File: config.mk
export PLATFORM = sky130hd
export DESIGN_NAME = uart_rx_os
export DESIGN_NICKNAME = d
export VERILOG_FILES = /design/src/rtl/uart_pkg.sv /design/src/rtl/uart_rx_sync.sv /design/src/rtl/uart_rx_os.sv
export SDC_FILE = /design/constraint.sdc
export NUM_CORES = 1
export LEC_CHECK = 0
export CAP_MARGIN = 20
export CORE_ASPECT_RATIO = 0.8
export CORE_UTILIZATION = 51
export CTS_CLUSTER_DIAMETER = 30
export DETAILED_ROUTE_END_ITERATION = 7
export PLACE_DENSITY = 0.85
export SKIP_CTS_REPAIR_TIMING = 1
export SLEW_MARGIN = 20
export SYNTH_ARGS = -nofsm -noshare
export SYNTH_HDL_FRONTEND = slang
export SYNTH_SLANG_ARGS = --single-unit
export TNS_END_PERCENT = 5
File: constraint.sdc
create_clock -name rx_sclk_i -period 1.9 [get_ports rx_sclk_i]
set_clock_uncertainty 0.15 [all_clocks]
set_input_delay 0.19 -clock rx_sclk_i [delete_from_list [all_inputs] [get_ports rx_sclk_i]]
set_output_delay 0.19 -clock rx_sclk_i [all_outputs]
set_load 0.03 [all_outputs]
File: src/rtl/uart_pkg.sv
// Shared types and helpers for the oversampling UART receiver.
// State encoding, wdata field indices and parameter legality check.
package uart_pkg;

  typedef enum logic [2:0] {
    ST_IDLE   = 3'd0,
    ST_START  = 3'd1,
    ST_DATA   = 3'd2,
    ST_PARITY = 3'd3,
    ST_STOP   = 3'd4,
    ST_WRITE  = 3'd5
  } state_e;

  function automatic int perr_idx(input int db);
    return db;
  endfunction

  function automatic int ferr_idx(input int db);
    return db + 1;
  endfunction

  function automatic bit params_ok(
    input int db,
    input int os,
    input int pe,
    input int po,
    input int sb,
    input int ss
  );
    return (db >= 5) && (db <= 9) &&
           (os >= 8) && (os <= 32) && (os % 2 == 0) &&
           (pe >= 0) && (pe <= 1) &&
           (po >= 0) && (po <= 1) &&
           (sb >= 1) && (sb <= 2) &&
           (ss >= 2) && (ss <= 3);
  endfunction

endpackage

File: src/rtl/uart_rx_sync.sv
// Input synchroniser chain (resets to idle-high) plus falling-edge detect.
// Ports: clk_i, rst_ni, d_i (async line) -> rxs_o (synced), fall_o.
module uart_rx_sync #(
  parameter int SYNC_STAGES = 2
) (
  input  logic clk_i,
  input  logic rst_ni,
  input  logic d_i,
  output logic rxs_o,
  output logic fall_o
);

  logic [SYNC_STAGES-1:0] chain_q;
  logic                   prev_q;

  always_ff @(posedge clk_i or negedge rst_ni) begin
    if (!rst_ni) begin
      chain_q <= '1;
      prev_q  <= 1'b1;
    end else begin
      chain_q <= {chain_q[SYNC_STAGES-2:0], d_i};
      prev_q  <= chain_q[SYNC_STAGES-1];
    end
  end

  assign rxs_o  = chain_q[SYNC_STAGES-1];
  assign fall_o = prev_q & ~chain_q[SYNC_STAGES-1];

endmodule

File: src/rtl/uart_rx_os.sv
// Oversampling UART receiver writing {ferr, perr, data} into a FIFO.
// Ports: rx_sclk_i, rx_arst_n_i, rx_data_i, wfull_i -> wdata_o, winc_o, overrun_o, busy_o.
module uart_rx_os
  import uart_pkg::*;
#(
  parameter int DATA_BITS   = 8,
  parameter int OVERSAMPLE  = 16,
  parameter int PARITY_EN   = 0,
  parameter int PARITY_ODD  = 0,
  parameter int STOP_BITS   = 1,
  parameter int SYNC_STAGES = 2
) (
  input  logic                 rx_sclk_i,
  input  logic                 rx_arst_n_i,
  input  logic                 rx_data_i,
  input  logic                 wfull_i,
  output logic [DATA_BITS+1:0] wdata_o,
  output logic                 winc_o,
  output logic                 overrun_o,
  output logic                 busy_o
);

  if (!params_ok(DATA_BITS, OVERSAMPLE, PARITY_EN,
                 PARITY_ODD, STOP_BITS, SYNC_STAGES)) begin : g_bad_params
    $error("uart_rx_os: illegal parameter set");
  end

  localparam int CW  = $clog2(OVERSAMPLE);
  localparam int BW  = $clog2(DATA_BITS + 1);
  localparam int MID = OVERSAMPLE / 2;
  localparam int PI  = perr_idx(DATA_BITS);
  localparam int FI  = ferr_idx(DATA_BITS);

  localparam logic [CW-1:0] C_S0  = CW'(MID - 1);
  localparam logic [CW-1:0] C_S1  = CW'(MID);
  localparam logic [CW-1:0] C_DEC = CW'(MID + 1);
  localparam logic [CW-1:0] C_END = CW'(OVERSAMPLE - 1);
  localparam logic [BW-1:0] B_LST = BW'(DATA_BITS - 1);

  logic rxs;
  logic fall;

  uart_rx_sync #(
    .SYNC_STAGES(SYNC_STAGES)
  ) u_sync (
    .clk_i (rx_sclk_i),
    .rst_ni(rx_arst_n_i),
    .d_i   (rx_data_i),
    .rxs_o (rxs),
    .fall_o(fall)
  );

  state_e                 state_q, state_d;
  logic [CW-1:0]          cnt_q, cnt_d;
  logic [BW-1:0]          bit_q, bit_d;
  logic                   s0_q, s0_d;
  logic                   s1_q, s1_d;
  logic [DATA_BITS-1:0]   data_q, data_d;
  logic                   perr_q, perr_d;
  logic                   ferr_q, ferr_d;
  logic                   stop_q, stop_d;
  logic [DATA_BITS+1:0]   wdata_q, wdata_d;

  logic maj;
  logic dec;
  logic last_stop;

  // Third sample is the live rxs on the decision cycle.
  assign maj = (s0_q & s1_q) | (s0_q & rxs) | (s1_q & rxs);
  assign dec = (cnt_q == C_DEC);
  assign last_stop = (STOP_BITS == 1) || stop_q;

  always_comb begin
    state_d = state_q;
    cnt_d   = cnt_q + 1'b1;
    bit_d   = bit_q;
    s0_d    = s0_q;
    s1_d    = s1_q;
    data_d  = data_q;
    perr_d  = perr_q;
    ferr_d  = ferr_q;
    stop_d  = stop_q;
    wdata_d = wdata_q;

    if (cnt_q == C_S0) s0_d = rxs;
    if (cnt_q == C_S1) s1_d = rxs;

    unique case (state_q)
      ST_IDLE: begin
        cnt_d = '0;
        if (fall) begin
          state_d = ST_START;
          bit_d   = '0;
          data_d  = '0;
          perr_d  = 1'b0;
          ferr_d  = 1'b0;
          stop_d  = 1'b0;
        end
      end
      ST_START: begin
        if (dec && maj) begin
          state_d = ST_IDLE;
          cnt_d   = '0;
        end else if (cnt_q == C_END) begin
          state_d = ST_DATA;
          cnt_d   = '0;
        end
      end
      ST_DATA: begin
        if (dec) begin
          for (int i = 0; i < DATA_BITS; i++) begin
            if (bit_q == BW'(i)) data_d[i] = maj;
          end
        end
        if (cnt_q == C_END) begin
          cnt_d = '0;
          if (bit_q == B_LST) begin
            state_d = (PARITY_EN != 0) ? ST_PARITY : ST_STOP;
          end else begin
            bit_d = bit_q + 1'b1;
          end
        end
      end
      ST_PARITY: begin
        if (dec) begin
          perr_d = ((^data_q) ^ maj) != (PARITY_ODD != 0);
        end
        if (cnt_q == C_END) begin
          state_d = ST_STOP;
          cnt_d   = '0;
        end
      end
      ST_STOP: begin
        if (dec) begin
          if (!maj) ferr_d = 1'b1;
          // Final stop bit releases early so a following start is not missed.
          if (last_stop) begin
            state_d                   = ST_WRITE;
            cnt_d                     = '0;
            wdata_d[DATA_BITS-1:0]    = data_q;
            wdata_d[PI]               = perr_q;
            wdata_d[FI]               = ferr_q | ~maj;
          end
        end else if (cnt_q == C_END) begin
          stop_d = 1'b1;
          cnt_d  = '0;
        end
      end
      ST_WRITE: begin
        state_d = ST_IDLE;
        cnt_d   = '0;
      end
      default: begin
        state_d = ST_IDLE;
        cnt_d   = '0;
      end
    endcase
  end

  always_ff @(posedge rx_sclk_i or negedge rx_arst_n_i) begin
    if (!rx_arst_n_i) begin
      state_q <= ST_IDLE;
      cnt_q   <= '0;
      bit_q   <= '0;
      s0_q    <= 1'b1;
      s1_q    <= 1'b1;
      data_q  <= '0;
      perr_q  <= 1'b0;
      ferr_q  <= 1'b0;
      stop_q  <= 1'b0;
      wdata_q <= '0;
    end else begin
      state_q <= state_d;
      cnt_q   <= cnt_d;
      bit_q   <= bit_d;
      s0_q    <= s0_d;
      s1_q    <= s1_d;
      data_q  <= data_d;
      perr_q  <= perr_d;
      ferr_q  <= ferr_d;
      stop_q  <= stop_d;
      wdata_q <= wdata_d;
    end
  end

  assign wdata_o   = wdata_q;
  assign winc_o    = (state_q == ST_WRITE) & ~wfull_i;
  assign overrun_o = (state_q == ST_WRITE) & wfull_i;
  assign busy_o    = (state_q != ST_IDLE);

endmodule
Yosys cells after proc, flatten, opt, wreduce, memory -nomap -nowiden
Index checks and enable logic that the tools add are counted.
W data, S select, Z words.
{"block": "totals", "register_bits": 36, "inputBits": 4, "out_inout_bits": 13, "word_cells": 121}
{"block": "classes", "addsub": 2, "eq_ne": 33, "mux": 33, "n_bitwise": 13, "n_reduce_logical": 22}
{"op": "$reduce_and A4 Y1", "n": 10}
{"op": "$ne A2 B2 Y1 const B", "n": 16}
{"op": "$mux W4", "n": 6}
{"op": "$mux W3", "n": 7}
{"op": "$eq A4 B3 Y1 const B", "n": 5}
{"op": "$mux W8", "n": 2}
{"op": "$pmux W8 S2", "n": 1}
{"op": "$pmux W3 S5", "n": 1}
{"op": "$eq A4 B4 Y1 const B", "n": 3}
{"op": "$mux W1", "n": 12}
{"op": "$pmux W4 S3", "n": 1}
{"op": "$add A4 B1 Y4 const B", "n": 2}
{"op": "$eq A4 B2 Y1 const B", "n": 2}
{"op": "$pmux W4 S2", "n": 1}
{"op": "$reduce_xor A8 Y1", "n": 1}
{"op": "$and A1 B1 Y1", "n": 6}
{"op": "$eq A3 B2 Y1 const B", "n": 2}
{"op": "$eq A3 B3 Y1 const B", "n": 2}
{"op": "$reduce_and A6 Y1", "n": 1}
{"op": "$reduce_bool A2 Y1", "n": 3}
{"op": "$eq A4 B1 Y1 const B", "n": 1}
{"op": "$logic_not A4 Y1", "n": 1}
{"op": "$pmux W1 S2", "n": 2}
{"op": "$eq A3 B1 Y1 const B", "n": 1}
{"op": "other kinds (10)", "n": 14}

Longest topological paths before layout
Gate-level depths: netlist of run 1.
{"block": "logic_depth", "ltp_word": 6, "mapped_depth": 7, "ltp_nobuf": 6}

Modules after synthesis
A second synthesis of run 1 with hierarchy kept.
{"block": "unflattened", "cells_unflattened": 170, "hier_area_um2": 1884.3}
{"mod": "uart_rx_os", "n_inst": 1, "cells_per_inst": 166, "area_each_um2": 1791.7, "seq_area_each_um2": 828.3}
{"mod": "uart_rx_sync", "n_inst": 1, "cells_per_inst": 4, "area_each_um2": 92.6, "seq_area_each_um2": 78.8}

Worst setup path after synthesis of run 1
Ideal clock, no wire load.
{"block": "synth_path", "path_kind": "reg2reg", "from": "reg state_q[2]", "to": "reg data_q[0]", "setup_ps": 128, "arrival_ps": 1730, "required_time_ps": 1622, "slack_ps": -108, "stages_incl_launch_ff": 6, "n_path_buf": 1, "synth_period_minus_slack_ps": 2008, "path_cell_list": "dfrtp_1 -> or3_1 -> nor2_1 -> buf_2 -> a21oi_1 -> mux2_1"}
{"block": "synth_between", "elab_chain_len": 3, "elab_cells_between_ends": 8, "classes_between": "4 x eq/ne; 1 x mux; 3 x reduce/logical"}
{"item": "start, declared", "line_no": "uart_rx_os.sv:53", "source": "state_e state_q, state_d;"}
{"item": "start signal, assigned", "line_no": "uart_rx_os.sv:173", "source": "state_q <= state_d;"}
{"item": "$eq A3 B2 Y1 / $logic_not A3 Y1 (equally long branches)", "line_no": "uart_rx_os.sv:88", "source": "unique case (state_q)"}
{"item": "$ne A2 B2 Y1 (no line) / $reduce_bool A2 Y1 (equally long branches)"}
{"item": "$reduce_and A4 Y1 (no line)"}
{"item": "end signal, assigned", "line_no": "uart_rx_os.sv:178", "source": "data_q <= data_d;"}
{"item": "end, declared", "line_no": "uart_rx_os.sv:58", "source": "logic [DATA_BITS-1:0] data_q, data_d;"}
Parallel ways exist; a longest one is shown, timed or not.
A chain may end at the register's enable or synchronous reset.

Worst setup path after layout of run 1
{"block": "layout_path", "from": "reg cnt_q[1]", "to": "reg data_q[5]"}
{"block": "layout_between", "elab_chain_len": 3}
{"item": "start, declared", "line_no": "uart_rx_os.sv:54", "source": "logic [CW-1:0] cnt_q, cnt_d;"}
{"item": "start signal, assigned", "line_no": "uart_rx_os.sv:174", "source": "cnt_q <= cnt_d;"}
{"item": "$eq A4 B4 Y1", "line_no": "uart_rx_os.sv:70", "source": "assign dec = (cnt_q == C_DEC);"}
{"item": "$ne A2 B2 Y1 (no line)"}
{"item": "$reduce_and A4 Y1 (no line)"}
No other way between the ends.

==> flow_metrics.env, run 1 <==
export IMPL_outcome="complete, but fails checks"
export IMPL_violations="negative setup slack"
export IMPL_drc_errors=0
export IMPL_synth_cell_type_count=41
export IMPL_worst_ep_required_time_ps=1930
export IMPL_drv_slew=0
export IMPL_ant_nets=0
export IMPL_ir_drop_mv=0.586
export IMPL_min_period_ps=2000
export IMPL_crit_type="reg2reg"
export IMPL_cts_root_buf="clkbuf_8"
export IMPL_clkTransAtPathRegs_ps=80
export IMPL_p_per_area_nw_per_um2=1180
export IMPL_die_w_um=68.5
export IMPL_finalWirelength_um=3730
export IMPL_synthCells=152
export IMPL_fmax_ghz=0.500
export IMPL_arrival_ps=2030
export IMPL_netlist_area_um2=1810
export IMPL_overflow=0
export IMPL_htreeDepth=2
export IMPL_clock_latency_ps=290
export IMPL_synth_async_reset_ratio_pct=100
export IMPL_grtUsageMet3_pct=5.58
export IMPL_synth_most_common_cell="dfrtp_1"
export IMPL_hp_class="in2async"
export IMPL_yosysSeqAreaShare_pct=50.2
export IMPL_timing_final_ws_setup_ps=-102
export IMPL_placed_area_um2=2100
export IMPL_drive_above_1_share_pct=25.1
export IMPL_end_kind="flip-flop"
export IMPL_numCtsBuffers=5
export IMPL_firstDrtPassIters=6
export IMPL_cap_violations=0
export IMPL_grt_pass1_vias=1321
export IMPL_wl_per_cell_um=16.4
export IMPL_start_util_pct=56.1
export IMPL_pre_cts_ws_ps=-145
export IMPL_grt_antenna_before_repair=0
export IMPL_dpl_cell_count=219
export IMPL_cts_num_sinks=36
export IMPL_core_region_area_um2=3220
export IMPL_rsz0062_at_grt="yes"
export IMPL_die_area_um2=3790
export IMPL_slew_headroom_pct=69.6
export IMPL_synth_warnings=0
export IMPL_fin_cells=227
export IMPL_ctsLongestPathBuffers=2
export IMPL_final_core_util_pct=69.3
export IMPL_grt_pass1_wl_um=6200
export IMPL_synth_area_leaders="dfrtp_1, mux2_2, dfstp_2, ha_1, xnor2_1"
export IMPL_syn_num_nets=163
export IMPL_hpwlAfterDp_um=2610
export IMPL_grtUsageMet1_pct=27.5
export IMPL_routed_via_density=5.53
export IMPL_gp_congestion=0.772
export IMPL_synth_edf_count=0
export IMPL_syn_mean_instance_area_um2=11.9
export IMPL_grtUsageTotal_pct=22.2
export IMPL_worst_pin_slew_ps=456
export IMPL_synth_largest_area_cell="dfrtp_1"
export IMPL_setup_viol_count_final=7
export IMPL_diodes=0
export IMPL_critPathMaxFanout=4
export IMPL_worst_hold_slack_ps=155
export IMPL_yosysTopAreaCellShare_pct=42.9
export IMPL_ys_ff_latch=36
export IMPL_met2_usage_pct=37.1
export IMPL_io_pins=17
export IMPL_ys_flop_type="dfrtp_1"
export IMPL_grt_busiest_layer="met2"
export IMPL_r2r_setup_slack_ps=-100
export IMPL_yosys_top_cells_count="dfrtp_1, a21oi_1, mux2_2"
export IMPL_grt_max_degree=37
export IMPL_drtIter0Drc=44
export IMPL_die_h_um=55.2
export IMPL_critPathLaunchType="flip-flop"
export IMPL_power_leakage_nw=1.06
export IMPL_hold_viol_final=0
export IMPL_layout_nets=197
export IMPL_port_buffers=16
export IMPL_cts_tree="built"
export IMPL_finalCritPeriodShare_pct=105
export IMPL_fp_row_count=18
export IMPL_vias=1255
export IMPL_syn2layout_area_growth_pct=23.6
export IMPL_final_area_um2=2230
layer usage:
| layer | routed length, um | share of wire [%] | vias to the layer above |
|---|---|---|---|
| met5 | 0 | 0 | - |
| li1 | - | - | 604 |
| met4 | 74 | 2.0 | 0 |
| met1 | 1650 | 44 | 620 |
| met2 | 1870 | 50 | 23 |
| met3 | 132 | 3.5 | 8 |
sequential cells by signal, summed over array words and instances, names as in the netlist, 2 cells and up:
name            flops
data_q              8
state_q             3
wdata_o            10
u_sync.chain_q      2
bit_q               4
cnt_q               4
per-stage QoR:
stage	total power, mW	TNS (ps)
6_report	2.63	-481
5_1_grt	2.77	-948
4_1_cts	2.60	-2490
3_5_place_dp	1.90	-952
3_3_place_gp	1.84	-198
2_1_floorplan	1.59	0
cell usage in the layout, fill, tap and decap left out, types with 2 or more instances in the layout:
| master | synthesis | layout |
|---|---|---|
| nand3b_1 | 2 | 2 |
| mux2_1 | 6 | 6 |
| dfrtp_1 | 31 | 31 |
| ha_1 | 7 | 7 |
| and3_1 | 2 | 2 |
| mux2_2 | 12 | 12 |
| o22a_1 | 2 | 2 |
| a21oi_1 | 12 | 12 |
| mux2i_1 | 2 | 2 |
| nor2b_1 | 6 | 5 |
| buf_4 | 0 | 14 |
| o21ai_0 | 5 | 5 |
| o31ai_1 | 2 | 2 |
| clkbuf_8 | 0 | 5 |
| o21bai_1 | 2 | 2 |
| nand3_1 | 2 | 2 |
| xnor2_1 | 8 | 8 |
| inv_1 | 5 | 5 |
| nand2_1 | 6 | 6 |
| nor2_1 | 10 | 9 |
| and2_1 | 2 | 2 |
| dfstp_2 | 5 | 5 |
| clkdlybuf4s50_1 | 0 | 13 |
| dlymetal6s2s_1 | 0 | 3 |
cell families after synthesis:
logic type | count (synthesis) | synth area share, %
compound gates | 29 | 10.3
xor+xnor | 9 | 5.12
fa+ha+maj | 8 | 5.40
buf+inv | 8 | 2.56
flops | 36 | 50.2
mux | 20 | 12.3
simple gates | 42 | 14.1
worst paths after layout:
check | from | endpoint | depth (start not counted)
worst max-delay path | cnt_q[1] | data_q[5] | 6
worst min-delay path | rx_arst_n_i | cnt_q[3] | 2
worst max register to register | cnt_q[1] | data_q[5] | 6
worst min register to register | u_sync.chain_q[0] | u_sync.chain_q[1] | 0
max in group asynchronous | rx_arst_n_i | u_sync.prev_q | 2
min in group rx_sclk_i | rx_data_i | u_sync.chain_q[0] | 1
layout make-up:
type	count	area (um^2)
Sequential cell	36	907
Clock buffer	5	68.8
Tap cell	40	50.0
Fill cell	211	987
Inverter	5	18.8
Clock inverter	3	42.5
Timing Repair Buffer	30	273
Multi-Input combinational cell	108	873
critical path: stages, from the launching register on:
cell and delay (ps):
dfrtp_1 400, inv_1 90, ha_1 170, nand3b_1 210, nor3b_2 390, a21oi_1 150
mux2_1 320
power breakdown:
| part | leakage (nW) | internal, mW | switching (mW) | total [mW] |
|---|---|---|---|---|
| clock network | 0.0541 | 0.388 | 0.291 | 0.679 |
| logic | 0.535 | 0.479 | 0.465 | 0.945 |
| registers | 0.470 | 0.907 | 0.0993 | 1.01 |
| total | 1.06 | 1.78 | 0.856 | 2.63 |
No activity file was read; power rests on OpenSTA's default activity.
==> run 2: changes to the inputs <==
--- a/config.mk
+++ b/config.mk
@@ -7,12 +7,13 @@
 export LEC_CHECK = 0
 export CAP_MARGIN = 20
 export CORE_ASPECT_RATIO = 0.8
+export CORE_MARGIN = 10
 export CORE_UTILIZATION = 51
 export CTS_CLUSTER_DIAMETER = 30
 export DETAILED_ROUTE_END_ITERATION = 7
 export PLACE_DENSITY = 0.85
 export SKIP_CTS_REPAIR_TIMING = 1
-export SLEW_MARGIN = 20
+export SLEW_MARGIN = 10
 export SYNTH_ARGS = -nofsm -noshare
 export SYNTH_HDL_FRONTEND = slang
 export SYNTH_SLANG_ARGS = --single-unit
==> flow_metrics.env, run 2 (same netlist as run 1, synthesis figures left out) <==
export IMPL_outcome="complete, but fails checks"
export IMPL_violations="negative setup slack"
export IMPL_timing_final_ws_setup_ps=-66.4
export IMPL_port_buffers=16
export IMPL_worst_r2r_cell_count=5
export IMPL_numCtsBuffers=5
export IMPL_endpoint="wdata_o[8]"
export IMPL_ir_drop_mv=0.507
export IMPL_cts_tree="built"
export IMPL_fp_row_count=19
export IMPL_end_kind="flip-flop"
export IMPL_fin_cells=228
export IMPL_min_period_ps=1970
export IMPL_ant_nets=0
export IMPL_finalPower_mw=2.43
export IMPL_startpoint="cnt_q[1]"
export IMPL_ctsLongestPathBuffers=2
export IMPL_cts_root_buf="clkbuf_8"
export IMPL_power_leakage_nw=1.04
export IMPL_overflow=0
export IMPL_hp_class="in2async"
export IMPL_wl_per_cell_um=16.0
export IMPL_drv_slew=0
export IMPL_reg2reg_from="cnt_q[1]"
export IMPL_arrival_ps=1990
export IMPL_finalCritPeriodShare_pct=103
export IMPL_p_per_area_nw_per_um2=1110
export IMPL_syn2layout_area_growth_pct=21.7
export IMPL_die_h_um=73.2
export IMPL_firstDrtPassIters=4
export IMPL_routed_via_density=5.65
export IMPL_grt_antenna_before_repair=0
export IMPL_critPathMaxFanout=12
export IMPL_cts_num_sinks=36
export IMPL_worst_ep_required_time_ps=1920
export IMPL_core_region_area_um2=3420
export IMPL_cap_violations=0
export IMPL_diodes=0
export IMPL_die_w_um=86.5
export IMPL_pre_cts_ws_ps=-96.9
export IMPL_layout_commonest_cell="dfrtp_1"
export IMPL_r2r_setup_slack_ps=-70
export IMPL_start_util_pct=52.8
export IMPL_worst_pin_slew_ps=455
export IMPL_grt_pass1_vias=1333
export IMPL_clkTransAtPathRegs_ps=70
export IMPL_layout_common_cells="dfrtp_1, clkdlybuf4s50_1, buf_4"
export IMPL_rsz0062_at_grt="yes"
export IMPL_layout_nets=196
export IMPL_final_area_um2=2200
export IMPL_gp_congestion=0.801
export IMPL_drive_above_1_share_pct=25.3
export IMPL_grt_pass1_wl_um=6320
export IMPL_final_fill_count=263
export IMPL_slew_headroom_pct=69.7
export IMPL_placed_area_um2=2090
export IMPL_die_area_um2=6340
export IMPL_fmax_ghz=0.509
export IMPL_clock_latency_ps=290
export IMPL_grtUsageTotal_pct=12.4
export IMPL_largest_reg_flops=10
export IMPL_drtIter0Drc=84
export IMPL_htreeDepth=2
export IMPL_hold_viol_final=0
export IMPL_vias=1288
export IMPL_setup_viol_count_final=12
export IMPL_io_pins=17
export IMPL_drc_errors=0
export IMPL_hpwlAfterDp_um=2720
export IMPL_regToRegEndpoint="wdata_o[8]"
export IMPL_dpl_cell_count=220
export IMPL_critPathLaunchType="flip-flop"
export IMPL_crit_type="reg2reg"
export IMPL_grt_max_degree=37
export IMPL_finalWirelength_um=3660
==> run 2: stage by stage <==
step	hold WS, ps	TNS [ps]	util, %
global placement	196	-71.1	61.2
CTS	154	-1480	63.7
floorplan	-256	0	-
finish	155	-210	64.3
detailed placement	198	-768	61.2
global route	170	-1490	64.3
==> run 2: power breakdown <==
part           switching [mW]  internal, mW  leakage [nW]
logic                   0.429         0.455         0.523
clock network           0.281         0.255        0.0479
registers               0.104         0.908         0.470
==> run 2: how the worst min path moves through the flow <==
stage / endpoint / slack, ps / depth (start not counted)
floorplan: bit_q[0] / -260 / 0
global placement: u_sync.chain_q[1] / 200 / 0
detailed placement: u_sync.chain_q[1] / 200 / 0
CTS: u_sync.chain_q[0] / 150 / 1
global route: u_sync.chain_q[0] / 170 / 1
finish: wdata_o[5] / 160 / 2
==> run 2: per-layer routing <==
layer	wire (um)	up-vias	global-route usage, %
met5	0	-	0
met2	1850	29	20.5
met4	96	0	6.82
met3	160	10	2.79
met1	1550	644	14.6
li1	-	605	-
==> run 2: worst max-delay path, stage by stage, from the launching register on <==
cell and delay, ps:
dfrtp_1 400, inv_1 90, ha_2 180, nand3b_1 190
or2_2 480, mux2_1 350
==> run 2: area by class of cell <==
cell class	instances	area [um^2]	share of cell area, %
clock buffers	5	68.8	3.13
well taps	42	52.6	2.39
inverters	5	18.8	0.853
clock inverters	3	18.8	0.853
multi-input cells	108	868	39.5
repair buffers	29	265	12.1
flip-flops and latches	36	907	41.2
==> run 3: changes to the inputs <==
--- a/config.mk
+++ b/config.mk
@@ -8,10 +8,10 @@
 export CAP_MARGIN = 20
 export CORE_ASPECT_RATIO = 0.8
 export CORE_MARGIN = 10
-export CORE_UTILIZATION = 51
+export CORE_UTILIZATION = 25
 export CTS_CLUSTER_DIAMETER = 30
 export DETAILED_ROUTE_END_ITERATION = 7
-export PLACE_DENSITY = 0.85
+export PLACE_DENSITY = 0.53
 export SKIP_CTS_REPAIR_TIMING = 1
 export SLEW_MARGIN = 10
 export SYNTH_ARGS = -nofsm -noshare
==> flow_metrics.env, run 3 (same netlist as run 1, synthesis figures left out) <==
export IMPL_outcome="complete, but fails checks"
export IMPL_violations="negative setup slack"
export IMPL_largest_reg_flops=10
export IMPL_ir_drop_mv=0.328
export IMPL_port_buffers=16
export IMPL_cts_root_buf="clkbuf_8"
export IMPL_die_w_um=115
export IMPL_start_util_pct=26.0
export IMPL_power_leakage_nw=1.10
export IMPL_layout_nets=207
export IMPL_startpoint="state_q[1]"
export IMPL_crit_cells=3
export IMPL_fp_row_count=27
export IMPL_worst_pin_slew_ps=715
export IMPL_worst_r2r_cell_count=3
export IMPL_hp_class="in2reg"
export IMPL_setup_viol_count_final=3
export IMPL_finalCritPeriodShare_pct=102
export IMPL_arrival_ps=1960
export IMPL_wl_per_cell_um=12.9
export IMPL_die_h_um=96.0
export IMPL_overflow=0
export IMPL_hold_viol_final=0
export IMPL_grt_antenna_before_repair=0
export IMPL_slew_headroom_pct=52.3
export IMPL_finalWirelength_um=3650
export IMPL_end_kind="flip-flop"
export IMPL_timing_final_ws_setup_ps=-34.4
export IMPL_critPathMaxFanout=12
export IMPL_dpl_cell_count=275
export IMPL_final_core_util_pct=34.0
export IMPL_ant_nets=0
export IMPL_cap_violations=0
export IMPL_syn2layout_area_growth_pct=30.9
export IMPL_ctsLongestPathBuffers=2
export IMPL_p_per_area_nw_per_um2=1080
export IMPL_htreeDepth=2
export IMPL_rsz0062_at_grt="yes"
export IMPL_layout_commonest_cell="dfrtp_1"
export IMPL_fin_cells=284
export IMPL_cts_tree="built"
export IMPL_drc_errors=0
export IMPL_layout_common_cells="dfrtp_1, buf_4, a21oi_1, mux2_2, clkdlybuf4s50_1"
export IMPL_core_region_area_um2=6960
export IMPL_crit_path_top_delay_cell="dfrtp_1"
export IMPL_fmax_ghz=0.517
export IMPL_grtUsageTotal_pct=7.11
export IMPL_die_area_um2=11000
export IMPL_r2r_setup_slack_ps=-30
export IMPL_reg2reg_from="state_q[1]"
export IMPL_grt_max_degree=29
export IMPL_clkTransAtPathRegs_ps=80
export IMPL_drive_above_1_share_pct=29.4
export IMPL_worst_ep_required_time_ps=1920
export IMPL_critPathLaunchType="flip-flop"
export IMPL_numCtsBuffers=5
export IMPL_crit_type="reg2reg"
export IMPL_crit_buf_inv=0
export IMPL_cts_num_sinks=36
export IMPL_clock_latency_ps=290
export IMPL_regToRegEndpoint="wdata_o[8]"
export IMPL_hpwlAfterDp_um=2740
export IMPL_grt_pass1_vias=1218
export IMPL_firstDrtPassIters=4
export IMPL_min_period_ps=1930
export IMPL_drv_slew=0
export IMPL_cp_cell_sequence="or3b_1, or2_2, mux2_1"
export IMPL_gp_congestion=0.721
export IMPL_drtIter0Drc=74
export IMPL_endpoint="wdata_o[8]"
export IMPL_grt_pass1_wl_um=6170
export IMPL_io_pins=17
export IMPL_crit_family="simple AND/OR/NAND/NOR gates"
export IMPL_slowest_delay_ps=440
export IMPL_routed_via_density=4.39
export IMPL_vias=1246
export IMPL_diodes=0
==> run 3: cell types whose count changed in the layout (fill, tap and decap cells not counted), sizes merged <==
cell / change
buf: +10
clkbuf: +2
clkinv: -2
clkdlybuf4s50: -1
dlygate4sd3: +1
inv: +1
==> run 3: metal layers <==
layer | vias to the layer above | GRT usage [%] | wire length, um
met5 | - | 0 | 0
met4 | 0 | 2.47 | 40
met3 | 4 | 2.99 | 193
met2 | 15 | 9.60 | 1540
met1 | 598 | 9.85 | 1870
li1 | 629 | - | -
==> run 3: per-stage QoR <==
stage               total power, mW  hold slack (ps)  worst slack (ps)  cell area [um^2]  TNS [ps]
floorplan                      1.59             -256              11.6              1810         0
global placement               1.95              134             -64.2              2220      -287
detailed placement             1.95              135             -66.8              2220      -315
CTS                            2.55             -187              -284              2320     -1400
global route                   2.74              151              -148              2360      -940
finish                         2.56              153             -34.4              2360     -65.6
==> run 3: area by class of cell <==
type | instances | area (um^2)
Clock inverter | 2 | 13.8
Clock buffer | 6 | 82.6
Timing Repair Buffer | 40 | 353
Sequential cell | 36 | 907
Inverter | 5 | 18.8
Multi-Input combinational cell | 108 | 881
Fill cell | 711 | 4590
Tap cell | 87 | 109
==> run 3: worst min path at each step <==
| stage | start | end | slack, ps | cells after the start |
|---|---|---|---|---|
| 2_1_floorplan | rx_arst_n_i | bit_q[0] | -260 | 0 |
| 3_3_place_gp | rx_arst_n_i | cnt_q[1] | 130 | 1 |
| 3_5_place_dp | rx_arst_n_i | cnt_q[1] | 140 | 1 |
| 4_1_cts | rx_arst_n_i | cnt_q[1] | -190 | 1 |
| 5_1_grt | rx_data_i | u_sync.chain_q[0] | 150 | 1 |
| 6_report | rx_data_i | u_sync.chain_q[0] | 150 | 1 |
==> run 3: report_power, final <==
part / leakage [nW] / internal [mW] / switching (mW) / total (mW)
clock network: 0.0516 / 0.296 / 0.285 / 0.582
registers: 0.470 / 0.907 / 0.106 / 1.01
logic: 0.581 / 0.534 / 0.426 / 0.960
total: 1.10 / 1.74 / 0.818 / 2.55
